==> config.mk <==
export PLATFORM = sky130hd
export DESIGN_NAME = int_ctrl_flat
export DESIGN_NICKNAME = d
export VERILOG_FILES = /design/src/rtl/int_ctrl_pkg.sv /design/src/rtl/int_ctrl_if.sv /design/src/rtl/int_ctrl_src_latch.sv /design/src/rtl/int_ctrl.sv /design/src/flat_wrapper.sv
export SDC_FILE = /design/constraint.sdc
export NUM_CORES = 1
export LEC_CHECK = 0
export CAP_MARGIN = 20
export CORE_UTILIZATION = 36
export CTS_CLUSTER_SIZE = 12
export DETAILED_ROUTE_END_ITERATION = 10
export GPL_TIMING_DRIVEN = 0
export PLACE_DENSITY = 0.77
export SLEW_MARGIN = 20
export SYNTH_ARGS = -nofsm -noshare
export SYNTH_HDL_FRONTEND = slang
export SYNTH_SLANG_ARGS = --single-unit
==> constraint.sdc <==
create_clock -name clk -period 3.4 [get_ports clk]
set_input_delay 0.85 -clock clk [delete_from_list [all_inputs] [get_ports clk]]
set_output_delay 0.85 -clock clk [all_outputs]
set_load 0.1 [all_outputs]
==> src/rtl/int_ctrl_pkg.sv <==
// rtl/int_ctrl_pkg.sv - shared register map constants and helpers for the interrupt controller
package int_ctrl_pkg;

    // Register select, taken from bus_addr[3:2]
    typedef enum logic [1:0] {
        REG_PENDING = 2'd0,
        REG_MASK    = 2'd1,
        REG_MODE    = 2'd2,
        REG_VECTOR  = 2'd3
    } reg_sel_e;

    // Window size and default base, also used by the bridge decoder
    localparam logic [31:0] INT_WIN_BYTES = 32'd16;
    localparam logic [31:0] INT_BASE_ADDR = 32'h0000_7f20;

    // Lowest-index set bit of req, returned as {valid, id[7:0]}
    function automatic logic [8:0] prio_encode(input logic [7:0] req);
        logic [8:0] res;
        res = 9'd0;
        for (int i = 7; i >= 0; i--) begin
            if (req[i]) begin
                res = {1'b1, 8'(i)};
            end
        end
        return res;
    endfunction

endpackage

==> src/rtl/int_ctrl_if.sv <==
// rtl/int_ctrl_if.sv - register bus between the bridge (master) and the interrupt controller (slave)
// Signals: bus_addr/bus_byteen/bus_wdata from the bridge, bus_rdata/bus_hit back to it.
interface int_ctrl_if;
    logic [31:0] bus_addr;
    logic [3:0]  bus_byteen;
    logic [31:0] bus_wdata;
    logic [31:0] bus_rdata;
    logic        bus_hit;

    modport master (
        output bus_addr, bus_byteen, bus_wdata,
        input  bus_rdata, bus_hit
    );

    modport slave (
        input  bus_addr, bus_byteen, bus_wdata,
        output bus_rdata, bus_hit
    );
endinterface

==> src/rtl/int_ctrl_src_latch.sv <==
// rtl/int_ctrl_src_latch.sv - per-source request latch (src_prev + PENDING bit)
// Ports: clk, reset (sync, active-high), src_i raw request, mode_i (1=edge, 0=level),
//        prev_clr_i clears src_prev on a mode change, w1c_i acknowledge, pend_o PENDING bit.
module int_src_latch (
    input  logic clk,
    input  logic reset,
    input  logic src_i,
    input  logic mode_i,
    input  logic prev_clr_i,
    input  logic w1c_i,
    output logic pend_o
);
    logic prev_q, prev_d;
    logic pend_q, pend_d;
    logic rise;

    always_comb begin
        rise   = src_i & ~prev_q;
        prev_d = prev_clr_i ? 1'b0 : src_i;
        // Edge: a new rise beats a same-cycle ack so no request is lost.
        // Level: the bit simply follows the source, overriding any ack.
        if (mode_i) begin
            pend_d = rise | (pend_q & ~w1c_i);
        end else begin
            pend_d = src_i;
        end
    end

    always_ff @(posedge clk) begin
        if (reset) begin
            prev_q <= 1'b0;
            pend_q <= 1'b0;
        end else begin
            prev_q <= prev_d;
            pend_q <= pend_d;
        end
    end

    assign pend_o = pend_q;
endmodule

==> src/rtl/int_ctrl.sv <==
// rtl/int_ctrl.sv - memory-mapped interrupt controller (PENDING/MASK/MODE/VECTOR) driving hw_int to CP0
// Ports: clk, reset (sync, active-high), src_in[N_SRC] raw requests, bus (int_ctrl_if.slave)
//        register window at BASE_ADDR, hw_int[N_SRC] registered PENDING & MASK.
// Option: INT_CTRL_PRIO_EN adds the VECTOR priority encoder and vector acknowledge.
module int_ctrl
    import int_ctrl_pkg::*;
#(
    parameter int                 N_SRC     = 6,
    parameter logic [31:0]        BASE_ADDR = INT_BASE_ADDR,
    parameter logic [N_SRC-1:0]   MASK_RST  = {N_SRC{1'b1}}
) (
    input  logic             clk,
    input  logic             reset,
    input  logic [N_SRC-1:0] src_in,
    int_ctrl_if.slave        bus,
    output logic [N_SRC-1:0] hw_int
);
    logic [N_SRC-1:0] mask_q, mask_d;
    logic [N_SRC-1:0] mode_q, mode_d;
    logic [N_SRC-1:0] hw_int_q;
    logic [N_SRC-1:0] pending;
    logic [N_SRC-1:0] w1c, prev_clr, wmask, wbits, vec_ack;
    logic [31:0]      win_off, lane32;
    logic             hit, wr;
    reg_sel_e         sel;

    // Unsigned offset compare covers both window edges in one test
    assign win_off = bus.bus_addr - BASE_ADDR;
    assign hit     = win_off < INT_WIN_BYTES;
    assign sel     = reg_sel_e'(bus.bus_addr[3:2]);
    assign wr      = hit & (|bus.bus_byteen);
    assign lane32  = {{8{bus.bus_byteen[3]}}, {8{bus.bus_byteen[2]}},
                      {8{bus.bus_byteen[1]}}, {8{bus.bus_byteen[0]}}};
    assign wmask   = lane32[N_SRC-1:0];
    assign wbits   = bus.bus_wdata[N_SRC-1:0] & wmask;

`ifdef INT_CTRL_PRIO_EN
    logic [8:0] vec_q;
    always_ff @(posedge clk) begin
        if (reset) begin
            vec_q <= 9'd0;
        end else begin
            vec_q <= prio_encode(8'(pending & mask_q));
        end
    end
    // Any-lane write to VECTOR acknowledges the currently reported id
    assign vec_ack = (wr && sel == REG_VECTOR && vec_q[8]) ? (N_SRC'(1) << vec_q[7:0]) : '0;
`else
    assign vec_ack = '0;
`endif

    always_comb begin
        mask_d   = mask_q;
        mode_d   = mode_q;
        w1c      = vec_ack;
        prev_clr = '0;
        if (wr) begin
            case (sel)
                REG_PENDING: w1c    = w1c | wbits;
                REG_MASK:    mask_d = (mask_q & ~wmask) | wbits;
                REG_MODE:    mode_d = (mode_q & ~wmask) | wbits;
                default:     ;
            endcase
        end
        prev_clr = mode_d ^ mode_q;
    end

    always_ff @(posedge clk) begin
        if (reset) begin
            mask_q   <= MASK_RST;
            mode_q   <= '0;
            hw_int_q <= '0;
        end else begin
            mask_q   <= mask_d;
            mode_q   <= mode_d;
            hw_int_q <= pending & mask_q;
        end
    end

    for (genvar i = 0; i < N_SRC; i++) begin : g_src
        int_src_latch u_latch (
            .clk        (clk),
            .reset      (reset),
            .src_i      (src_in[i]),
            .mode_i     (mode_q[i]),
            .prev_clr_i (prev_clr[i]),
            .w1c_i      (w1c[i]),
            .pend_o     (pending[i])
        );
    end

    // Read path is combinational on current state, so a same-cycle write reads the old value
    always_comb begin
        bus.bus_rdata = '0;
        if (hit) begin
            case (sel)
                REG_PENDING: bus.bus_rdata = 32'(pending);
                REG_MASK:    bus.bus_rdata = 32'(mask_q);
                REG_MODE:    bus.bus_rdata = 32'(mode_q);
`ifdef INT_CTRL_PRIO_EN
                REG_VECTOR:  bus.bus_rdata = {vec_q[8], 23'd0, vec_q[7:0]};
`endif
                default:     bus.bus_rdata = '0;
            endcase
        end
    end

    assign bus.bus_hit = hit;
    assign hw_int      = hw_int_q;

    logic unused_ok;
    assign unused_ok = ^{bus.bus_wdata, lane32};
endmodule
==> src/flat_wrapper.sv <==
// flat-port wrapper written by rule: the top's interface ports become plain ports
module int_ctrl_flat import int_ctrl_pkg::*;
#(
    parameter int                 N_SRC     = 6,
    parameter logic [31:0]        BASE_ADDR = INT_BASE_ADDR,
    parameter logic [N_SRC-1:0]   MASK_RST  = {N_SRC{1'b1}}
)
  (clk, reset, src_in, hw_int, bus_bus_addr, bus_bus_byteen, bus_bus_wdata, bus_bus_rdata, bus_bus_hit);
  int_ctrl_if bus_i ();
  input  logic clk;
  input  logic reset;
  input  logic [N_SRC-1:0] src_in;
  output logic [N_SRC-1:0] hw_int;
  input wire logic [$bits(bus_i.bus_addr)-1:0] bus_bus_addr;
  input wire logic [$bits(bus_i.bus_byteen)-1:0] bus_bus_byteen;
  input wire logic [$bits(bus_i.bus_wdata)-1:0] bus_bus_wdata;
  output wire logic [$bits(bus_i.bus_rdata)-1:0] bus_bus_rdata;
  output wire logic [$bits(bus_i.bus_hit)-1:0] bus_bus_hit;
  assign bus_i.bus_addr = bus_bus_addr;
  assign bus_i.bus_byteen = bus_bus_byteen;
  assign bus_i.bus_wdata = bus_bus_wdata;
  assign bus_bus_rdata = bus_i.bus_rdata;
  assign bus_bus_hit = bus_i.bus_hit;
  int_ctrl #(.N_SRC(N_SRC), .BASE_ADDR(BASE_ADDR), .MASK_RST(MASK_RST)) u_core (.clk(clk), .reset(reset), .src_in(src_in), .bus(bus_i), .hw_int(hw_int));
endmodule
==> out/qor_table.md, run 1 <==
| Stage | Parameter | Reported |
|---|---|---|
| run | MaxCap Viol Count | 0 |
| logic synthesis | Most area-consuming cells after synthesis | sky130_fd_sc_hd__dfxtp_1 (27%), sky130_fd_sc_hd__buf_4 (9.5%), sky130_fd_sc_hd__mux2i_1 (5.9%) |
| sta | RSZ-0062 raised after global routing | true |
| setup path | Cell Chain, Critical Path | dlygate4sd2_1, nor2_1, buf_4, buf_4, buf_4, buf_4, buf_4, buf_4, buf_4, buf_4, nor2_4, nor3_4, nand3_4, buf_12, nor2_4, buf_12 |
| routing | Detail Route Antenna Nets | 0 |
| routing | Count of routing violations after the opening detailed-route iteration | 180 |
| placed design | Worst slack, placed | -2.02 ns |
| grt | Aggregate global-route resource usage | 21.1% |
| routing | Pre-antenna DRT Iters | 4 |
| grt | Pin count of the biggest net entering global routing | 11 |
| pwr | P_int | 0.000639 W |
| clocking | CTS tree | yes |
| grt | Initial antenna violation count | 0 |
| sta | Transition time at the pin with the least slew margin | 0.972 ns |
| sta | Worst Slack Setup Final | -0.384 ns |
| finish | Post-route standard cell area excluding fillers | 3530 µm² |
| floorplanning | Initial cell density of the core | 37.2% |
| setup path | Crit Path Class | in2out |
| logic synthesis | Synth area leader | sky130_fd_sc_hd__dfxtp_1 |
| setup path | Depth of the worst register-to-register path | 2 |
| setup path | Terminus of the critical flop-to-flop path | u_core.g_src[3].u_latch.pend_o |
| floorplanning | Number of ports placed on the die boundary | 115 |
| clocking | Number of clock sinks seen by CTS | 30 |
| logic synthesis | Synth cell count leaders | sky130_fd_sc_hd__dfxtp_1 (30), sky130_fd_sc_hd__nand2_1 (29), sky130_fd_sc_hd__buf_4 (28) |
| setup path | Launch point of the critical path | bus_bus_addr[21] |
| logic synthesis | Portion of synthesized cell area occupied by the leading cell type | 27.2% |
| routing | Wire length per cell | 14.2 µm |
| finish | Number of fill cells in the layout | 497 |
| setup path | Data arrival time of the worst path | 2.93 ns |
| clocking | TritonCTS buffer count | 5 |
| logic synthesis | Synth unique cells | 51 |
| pwr | Pwr/cell area | 289 nW/µm² |
| logic synthesis | Area of the mapped netlist | 2200 µm² |
| grt | Total overflow reported by the global router | 0 |
| logic synthesis | Synthesized instance count | 284 |
| finish | Ratio of cells with drive above 1 in the final layout | 30.4% |
| status | Run status | finished, violations left |
| pwr | Leakage power of the design | 1.62 nW |
| logic synthesis | Sequential share of the synthesized area | 27.2% |
| sta | Final period util | 111% |
| pwr | Net switching power figure | 0.000381 W |
| routing | Detailed-route wire length | 6.68 mm |
| routing | Average via count per standard cell | 5.27 |
| sta | Peak Freq | 264 MHz |
| grt | Number of global-route vias before repair | 2312 |
| finish | Synth-to-layout area growth | 60.0% |
| finish | Antenna diode count | 0 |
| placed design | Buffers added on ports | 55 |
| setup path | CP endpoint | bus_bus_rdata[0] |
| setup path | Worst Setup End Kind | output port |
| floorplanning | Die Wd | 80.3 µm |
| setup path | Crit-path most repeated cell | sky130_fd_sc_hd__buf_4 |
| setup path | Worst-path fanout max | 5 |
| finish | Area taken by multi-input logic gates | 1590 µm² |
| setup path | Cell depth of the worst setup path | 16 |
| floorplanning | Chip Height | 80.3 µm |
| clocking | Clock latency on the worst-skew pair | 0.28 ns |
| setup path | Highest cell delay on the worst timing path | 0.25 ns |
| placed design | Routability-driven placement congestion ratio | 0.861 |
| routing | Via Count | 2477 |
| logic synthesis | FF+latch count, synth | 30 |
| finish | Sequential standard cell area | 601 µm² |
| setup path | Data required time of the worst path | 2.55 ns |
| sta | Headroom to the max-slew limit | 35.0% |
| clocking | H-Tree Level Count | 2 |
| logic synthesis | Synthesis Warnings | 0 |
| floorplanning | Site Rows | 28 |
| sta | Total count of max-transition violations in the final report | 0 |
| setup path | Highest-delay cell along the critical path | sky130_fd_sc_hd__dlygate4sd2_1 |
| sta | Crit path time final | 3.78 ns |
| placed design | Cell area after placement | 3020 µm² |
| pwr | Peak VDD IR | 227 µV |
| floorplanning | Core outline area | 5920 µm² |
| sta | Clock tree skew after final layout | 0.00654 ns |
| clocking | Master cell of the clock root buffer | sky130_fd_sc_hd__clkbuf_8 |
| setup path | CP startpoint kind | primary input |
| routing | DRC violation count after routing | 0 |
| setup path | Startpoint of the most critical register-to-register path | u_core.mode_q[3] |
| setup path | Family with the most delay on the worst path | buffers and inverters |
| finish | Final cell count without fillers | 470 |
| clocking | Maximum count of clock buffers along a single path | 2 |
| clocking | Cts hold-fix bufs | 0 |
| logic synthesis | Async set or reset register ratio after synthesis | 0% |
| finish | Post-layout net count | 471 |
| placed design | Placed wire-length estimate | 4.57 mm |
| placed design | Cell count after placement | 439 |
| pwr | Sw Share | 37.4% |
| status | Violated checks | setup timing |
| pwr | Part of the total power dissipated in combinational logic | 35.0% |
| clocking | Clock transition at path regs | 0.06 ns |
| logic synthesis | Number of flops mapped to enable cells by yosys | 0 |
| logic synthesis | Post-Syn Area per Cell | 7.76 µm² |
| grt | First-pass GRT wire length | 10.7 mm |
| logic synthesis | Most frequent cell after synthesis | sky130_fd_sc_hd__dfxtp_1 |
| hold path | Worst hold-check path type | reg2reg |
| logic synthesis | Most common flop cell mapped by yosys | sky130_fd_sc_hd__dfxtp_1 |
| sta | # setup viols final | 7 |
| pwr | Proportion of power drawn by the clock network | 29.1% |
| sta | Endpoints failing hold | 0 |
| pwr | Sequential Power Share | 35.9% |
| setup path | WP buf/inv | 11 |
| setup path | Slack of the worst reg-to-reg path | 2.58 ns |
| sta | Setup TNS Final | -2.50 ns |
| floorplanning | Total Die Area | 6440 µm² |
==> power groups by stage <==
stage | Sequential [W] | Clock (W) | Combinational, W
after floorplan | 0.000394 | 0 | 0.000218
after global placement | 0.000374 | 0 | 0.000323
after detailed placement | 0.000374 | 0 | 0.000326
after CTS | 0.000366 | 0.000300 | 0.000342
after global routing | 0.000368 | 0.000318 | 0.000375
final | 0.000367 | 0.000297 | 0.000357
==> timing repair <==
action	in CTS	in global routing
pin swaps	18	17
setup buffers	22	2
endpoints found under the setup margin	11	7
resized for setup	138	38
gates cloned	1	0
==> routing by layer <==
layer | global-route usage [%] | wire (µm)
met1 | 26.9 | 2820
met2 | 36.3 | 3250
met3 | 3.41 | 475
met4 | 6.43 | 136
met5 | 0 | 0
==> how the worst min path moves through the flow <==
stage                   from  depth (start not counted)                to
global route        register                          1  u_core.hw_int[0]
finish              register                          1  u_core.hw_int[0]
floorplan           register                          1  u_core.hw_int[0]
global placement    register                          1  u_core.hw_int[0]
detailed placement  register                          1  u_core.hw_int[0]
CTS                 register                          1  u_core.hw_int[0]
==> cell usage in the layout (no fill, tap or decap), drive strengths merged, types with 9 or more instances in the layout <==
master and count:
mux2i 13, inv 11, dfxtp 30, a21oi 19
nor3 9, a41o 12, clkdlybuf4s50 24, nor2 26
conb 26, nand3 10, buf 71, nand2 29
clkbuf 19
==> kinds of logic (layout without fill, tap and decap cells) <==
group	Yosys count	count (layout)	synth area share [%]
AND/OR/NAND/NOR	122	122	30.0
AO/OA/AOI/OAI	56	56	19.2
buffers and inverters	55	141	14.6
flip-flops	30	30	27.2
multiplexers	13	13	5.90
XOR/XNOR	6	6	2.38
adder cells (fa/ha/maj)	1	1	0.567
other	1	26	0.170
==> layout make-up <==
class / instances / share of cell area [%]
plain buffers: 40 / 7.84
multi-input cells: 224 / 44.9
clock buffers: 7 / 2.45
inverters: 13 / 1.56
repair buffers: 80 / 23.4
clock inverters: 1 / 0.142
well taps: 75 / 2.66
flip-flops and latches: 30 / 17.0
==> worst reg2reg max path: stages, from the launching register on <==
cell and delay (ns):
sky130_fd_sc_hd__dfxtp_1 0.41, sky130_fd_sc_hd__a21oi_1 0.10, sky130_fd_sc_hd__a41o_1 0.21
==> metrics by stage <==
stage,util (%),hold WS (ns),power [W]
after floorplan,-,0.475,0.000611
after global placement,50.9,0.495,0.000697
after detailed placement,50.9,0.496,0.000700
after CTS,58.1,0.499,0.00101
after global routing,59.6,0.526,0.00106
final,59.6,0.502,0.00102
Power figures use the tool's default switching activity.
==> inputs of run 2 (changes only) <==
Settings changed: CORE_ASPECT_RATIO set to 1.2.
==> out/qor_table.md, run 2 (same netlist as run 1, synthesis figures left out) <==
| Stage | Parameter | Reported |
|---|---|---|
| finish | Area taken by multi-input logic gates | 1570 µm² |
| status | Run status | finished, violations left |
| sta | Crit path time final | 3.86 ns |
| setup path | Data arrival time of the worst path | 3.01 ns |
| floorplanning | Total Die Area | 6440 µm² |
| finish | Synth-to-layout area growth | 58.5% |
| floorplanning | Chip Height | 87.7 µm |
| finish | Post-route standard cell area excluding fillers | 3490 µm² |
| setup path | Highest cell delay on the worst timing path | 0.30 ns |
| sta | Headroom to the max-slew limit | 34.9% |
| sta | # setup viols final | 7 |
| sta | RSZ-0062 raised after global routing | true |
| grt | Initial antenna violation count | 0 |
| routing | Average via count per standard cell | 5.07 |
| floorplanning | Core outline area | 5780 µm² |
| routing | Wire length per cell | 13.6 µm |
| clocking | Maximum count of clock buffers along a single path | 2 |
| setup path | Crit Path Class | in2out |
| finish | Ratio of cells with drive above 1 in the final layout | 29.7% |
| setup path | Data required time of the worst path | 2.55 ns |
| routing | Via Count | 2390 |
| setup path | Cell Chain, Critical Path | clkdlybuf4s15_1, and4_4, buf_4, and4bb_2, a221oi_2, nor2_2, nor3_4, nand3_4, buf_12, nor2_4, buf_12 |
| pwr | Leakage power of the design | 1.60 nW |
| setup path | Crit-path most repeated cell | sky130_fd_sc_hd__buf_12 |
| clocking | CTS tree | yes |
| run | MaxCap Viol Count | 0 |
| finish | Post-layout net count | 467 |
| clocking | Clock latency on the worst-skew pair | 0.28 ns |
| sta | Clock tree skew after final layout | 0.00211 ns |
| placed design | Routability-driven placement congestion ratio | 0.829 |
| sta | Total count of max-transition violations in the final report | 0 |
| clocking | Cts hold-fix bufs | 0 |
| floorplanning | Site Rows | 30 |
| setup path | Highest-delay cell along the critical path | sky130_fd_sc_hd__nor3_4 |
| floorplanning | Initial cell density of the core | 38.1% |
| finish | Leading cell type in the layout, fill and taps excluded | sky130_fd_sc_hd__buf_4 |
| sta | Worst hold slack after final layout | 0.493 ns |
| setup path | Worst-path fanout max | 5 |
| pwr | Peak VDD IR | 177 µV |
| finish | Final standard cell utilization of the core | 60.4% |
| pwr | Pwr/cell area | 288 nW/µm² |
| hold path | Worst hold-check path type | reg2reg |
| setup path | CP startpoint kind | primary input |
| clocking | H-Tree Level Count | 2 |
| routing | DRC violation count after routing | 0 |
| grt | Pin count of the biggest net entering global routing | 11 |
| setup path | Slack of the worst reg-to-reg path | 2.52 ns |
| clocking | Number of clock sinks seen by CTS | 30 |
| setup path | Worst Setup End Kind | output port |
| clocking | Master cell of the clock root buffer | sky130_fd_sc_hd__clkbuf_8 |
| grt | Total overflow reported by the global router | 0 |
| finish | Leading cell types in the layout, fill and taps excluded | sky130_fd_sc_hd__buf_4 (46), sky130_fd_sc_hd__dfxtp_1 (30), sky130_fd_sc_hd__nand2_1 (28) |
| sta | Final period util | 114% |
| clocking | TritonCTS buffer count | 5 |
| routing | Pre-antenna DRT Iters | 4 |
| status | Violated checks | setup timing |
| sta | Worst Slack Setup Final | -0.459 ns |
| placed design | Cell area after placement | 3020 µm² |
| finish | Number of fill cells in the layout | 521 |
| finish | Antenna diode count | 0 |
| grt | First-pass GRT wire length | 10.3 mm |
| pwr | Overall power after layout | 0.00101 W |
| grt | Aggregate global-route resource usage | 20.4% |
| routing | Detailed-route wire length | 6.39 mm |
| sta | Transition time at the pin with the least slew margin | 0.973 ns |
| clocking | Clock transition at path regs | 0.06 ns |
| grt | Number of global-route vias before repair | 2275 |
| routing | Count of routing violations after the opening detailed-route iteration | 151 |
| sta | Endpoints failing hold | 0 |
| floorplanning | Number of ports placed on the die boundary | 115 |
| placed design | Placed wire-length estimate | 4.46 mm |
| floorplanning | Die Wd | 73.4 µm |
| sta | Peak Freq | 259 MHz |
| placed design | Buffers added on ports | 55 |
| finish | Sequential standard cell area | 601 µm² |
| routing | Detail Route Antenna Nets | 0 |
==> run 2: cell count changes in the layout (fill, tap and decap cells not counted), moves of 2 or more <==
cell | previous run | this run
sky130_fd_sc_hd__dlygate4sd2_1 | 4 | 7
sky130_fd_sc_hd__buf_6 | 6 | 4
sky130_fd_sc_hd__buf_4 | 49 | 46
sky130_fd_sc_hd__clkdlybuf4s15_1 | 4 | 2
==> run 2: final timing paths <==
check | startpoint | end | depth (start not counted)
worst max-delay path | bus_bus_addr[13] | bus_bus_rdata[5] | 11
worst min-delay path | register | u_core.hw_int[1] | 1
worst max register to register | u_core.mode_q[0] | u_core.g_src[0].u_latch.pend_o | 2
worst min register to register | register | u_core.hw_int[1] | 1
==> run 2: cell type report <==
class | instances | share of cell area [%]
tap | 80 | 2.87
clock inverter | 1 | 0.143
multi-input combinational | 224 | 45.1
sequential | 30 | 17.2
timing repair buffer | 76 | 22.7
inverter | 13 | 1.65
buffer | 40 | 7.92
clock buffer | 7 | 2.47
==> run 2: timing repair <==
item,CTS,global route
setup buffers,15,5
endpoints found under the hold margin,0,0
setup endpoints to repair,11,7
resized for setup,138,35
gates cloned,1,0
pin swaps,19,22
==> run 2: layer usage <==
| layer | vias up | global-route usage, % | part of all wire (%) |
|---|---|---|---|
| met5 | - | 0 | 0 |
| met1 | 1098 | 24.8 | 42 |
| met2 | 84 | 35.4 | 51 |
| li1 | 1195 | - | - |
| met3 | 13 | 4.14 | 5.3 |
| met4 | 0 | 7.69 | 1.8 |
==> run 2: where the power goes <==
| group | internal (W) | total, W | leakage, nW | switching (W) |
|---|---|---|---|---|
| Clock | 0.000163 | 0.000292 | 0.0482 | 0.000129 |
| Sequential | 0.000362 | 0.000367 | 0.246 | 0.00000469 |
| Combinational | 0.000109 | 0.000349 | 1.30 | 0.000239 |
==> run 2: worst max-delay path, delay by kind of cell <==
kind | cells | cell delay, ns
AND/OR/NAND/NOR | 6 | 1.15
buffers and inverters | 4 | 0.70
AO/OA/AOI/OAI | 1 | 0.29
==> run 2: stage by stage <==
| step | setup TNS [ns] | worst slack [ns] | cells |
|---|---|---|---|
| 2_1_floorplan | -3.04 | -0.455 | 309 |
| 3_3_place_gp | -19.14 | -1.97 | 444 |
| 3_5_place_dp | -19.69 | -1.99 | 444 |
| 4_1_cts | -3.36 | -0.511 | 467 |
| 5_1_grt | -3.78 | -0.559 | 471 |
| 6_report | -3.12 | -0.459 | 471 |
==> inputs of run 3 (changes only) <==
Settings changed: CORE_ASPECT_RATIO 1.2 to 1.1, SETUP_SLACK_MARGIN set to 0.05.
==> out/qor_table.md, run 3 (same netlist as run 1, synthesis figures left out) <==
| Stage | Parameter | Reported |
|---|---|---|
| routing | Pre-antenna DRT Iters | 4 |
| floorplanning | Number of ports placed on the die boundary | 115 |
| sta | Setup TNS Final | -2.77 ns |
| pwr | Pwr/cell area | 297 nW/µm² |
| finish | Post-layout net count | 470 |
| status | Violated checks | setup timing |
| pwr | Net switching power figure | 0.000383 W |
| grt | Number of global-route vias before repair | 2365 |
| sta | Crit path time final | 3.82 ns |
| pwr | Part of the total power dissipated in combinational logic | 34.0% |
| sta | Endpoints failing hold | 0 |
| routing | Count of routing violations after the opening detailed-route iteration | 113 |
| setup path | Startpoint of the most critical register-to-register path | u_core.mode_q[0] |
| clocking | CTS tree | yes |
| clocking | Clock latency on the worst-skew pair | 0.29 ns |
| clocking | Cts hold-fix bufs | 0 |
| clocking | Number of clock sinks seen by CTS | 30 |
| pwr | Sequential Power Share | 36.1% |
| floorplanning | Total Die Area | 6440 µm² |
| clocking | Clock transition at path regs | 0.07 ns |
| grt | Aggregate global-route resource usage | 20.7% |
| floorplanning | Die Wd | 76.6 µm |
| pwr | Leakage power of the design | 1.57 nW |
| setup path | Family with the most delay on the worst path | buffers and inverters |
| hold path | Worst hold-check path type | reg2reg |
| grt | Total overflow reported by the global router | 0 |
| routing | Uppermost routed layer | met4 |
| setup path | Data arrival time of the worst path | 2.97 ns |
| sta | Headroom to the max-slew limit | 32.7% |
| setup path | Data required time of the worst path | 2.55 ns |
| setup path | Cell Chain, Critical Path | clkdlybuf4s15_2, nor2_2, buf_4, nand2_1, o41ai_1, a31oi_1, nor3_4, nand3_4, buf_12, nor2_4, buf_12 |
| routing | Via Count | 2456 |
| sta | Clock tree skew after final layout | 0.00665 ns |
| pwr | Proportion of power drawn by the clock network | 29.9% |
| finish | Post-route standard cell area excluding fillers | 3420 µm² |
| finish | Leading cell types in the layout, fill and taps excluded | sky130_fd_sc_hd__buf_4 (49), sky130_fd_sc_hd__dfxtp_1 (30), sky130_fd_sc_hd__nand2_1 (28) |
| setup path | Worst Setup End Kind | output port |
| setup path | CP startpoint kind | primary input |
| floorplanning | Initial cell density of the core | 37.7% |
| setup path | WP buf/inv | 4 |
| sta | Peak Freq | 262 MHz |
| finish | Leading cell type in the layout, fill and taps excluded | sky130_fd_sc_hd__buf_4 |
| setup path | Launch point of the critical path | bus_bus_addr[15] |
| routing | Wire length on met3 | 363 µm |
| grt | Initial antenna violation count | 0 |
| sta | # setup viols final | 7 |
| grt | First-pass GRT wire length | 10.7 mm |
| sta | Final period util | 112% |
| grt | Pin count of the biggest net entering global routing | 11 |
| run | MaxCap Viol Count | 0 |
| sta | Transition time at the pin with the least slew margin | 1.01 ns |
| placed design | Placed wire-length estimate | 4.51 mm |
| finish | Number of fill cells in the layout | 517 |
| pwr | Overall power after layout | 0.00102 W |
| floorplanning | Core outline area | 5840 µm² |
| finish | Synth-to-layout area growth | 55.1% |
| floorplanning | Chip Height | 84.1 µm |
| placed design | Routability-driven placement congestion ratio | 0.805 |
| setup path | Crit Path Class | in2out |
| pwr | Peak VDD IR | 260 µV |
| pwr | Sw Share | 37.7% |
| finish | Ratio of cells with drive above 1 in the final layout | 28.4% |
| routing | Detail Route Antenna Nets | 0 |
| status | Run status | finished, violations left |
| routing | Wire length per cell | 13.6 µm |
| clocking | Master cell of the clock root buffer | sky130_fd_sc_hd__clkbuf_8 |
| finish | Antenna diode count | 0 |
| setup path | Worst-path fanout max | 9 |
| clocking | H-Tree Level Count | 2 |
| sta | Total count of max-transition violations in the final report | 0 |
| routing | Met2 WL post-DR | 3.12 mm |
| clocking | TritonCTS buffer count | 5 |
| sta | RSZ-0062 raised after global routing | true |
| clocking | Maximum count of clock buffers along a single path | 2 |
| routing | Detailed-route wire length | 6.42 mm |
| routing | Average via count per standard cell | 5.21 |
| placed design | Cell area after placement | 3020 µm² |
| setup path | Crit-path most repeated cell | sky130_fd_sc_hd__buf_12 |
| setup path | Highest-delay cell along the critical path | sky130_fd_sc_hd__o41ai_1 |
| floorplanning | Site Rows | 29 |
| setup path | Highest cell delay on the worst timing path | 0.40 ns |
| routing | Detailed-routing wirelength on met1 | 2.78 mm |
| sta | Worst Slack Setup Final | -0.416 ns |
| pwr | P_int | 0.000633 W |
| placed design | Buffers added on ports | 55 |
| routing | DRC violation count after routing | 0 |
-- run 3: through the flow --
| step | hold slack, ns | setup slack [ns] | utilization [%] | std cells |
|---|---|---|---|---|
| 2_1_floorplan | 0.475 | -0.455 | - | 309 |
| 3_3_place_gp | 0.485 | -1.97 | 51.7 | 441 |
| 3_5_place_dp | 0.486 | -2.03 | 51.7 | 441 |
| 4_1_cts | 0.495 | -0.476 | 58.0 | 468 |
| 5_1_grt | 0.509 | -0.512 | 58.5 | 471 |
| 6_report | 0.493 | -0.416 | 58.5 | 471 |
-- run 3: worst reg2reg max path: cells and delay by family, from the launching register on --
| family | cells | cell delay, ns |
|---|---|---|
| compound gates | 2 | 0.30 |
| flops | 1 | 0.42 |
-- run 3: layout make-up --
class	instances	area, µm²	share of cell area (%)
timing repair buffer	77	754	22.1
clock inverter	2	12.5	0.366
sequential	30	601	17.6
clock buffer	6	82.6	2.41
buffer	41	288	8.42
inverter	13	52.6	1.54
tap	77	96.3	2.82
multi-input combinational	225	1530	44.8
-- run 3: timing repair --
action	CTS	global route
pin swaps	19	10
setup endpoints to repair	17	8
buffers inserted	19	3
gates cloned	1	0
resized for setup	139	11
-- run 3: worst paths after layout --
path / to / slack (ns) / depth (start not counted)
max reg2reg: u_core.g_src[0].u_latch.pend_o / 2.57 / 2
min reg2reg: u_core.hw_int[1] / 0.49 / 1
min: u_core.hw_int[1] / 0.49 / 1
max: bus_bus_rdata[0] / -0.42 / 11
-- run 3: power groups by stage --
stage,Sequential (W),Combinational (W),Clock [W]
4_1_cts,0.000367,0.000337,0.000307
5_1_grt,0.000368,0.000364,0.000328
2_1_floorplan,0.000394,0.000218,0
3_3_place_gp,0.000374,0.000323,0
6_report,0.000367,0.000345,0.000304
3_5_place_dp,0.000375,0.000325,0
-- run 3: layer usage --
metal	up-vias	GRT usage [%]
li1	1208	-
met1	1136	25.2
met2	97	35.8
met3	15	3.61
met4	0	8.74
met5	-	0
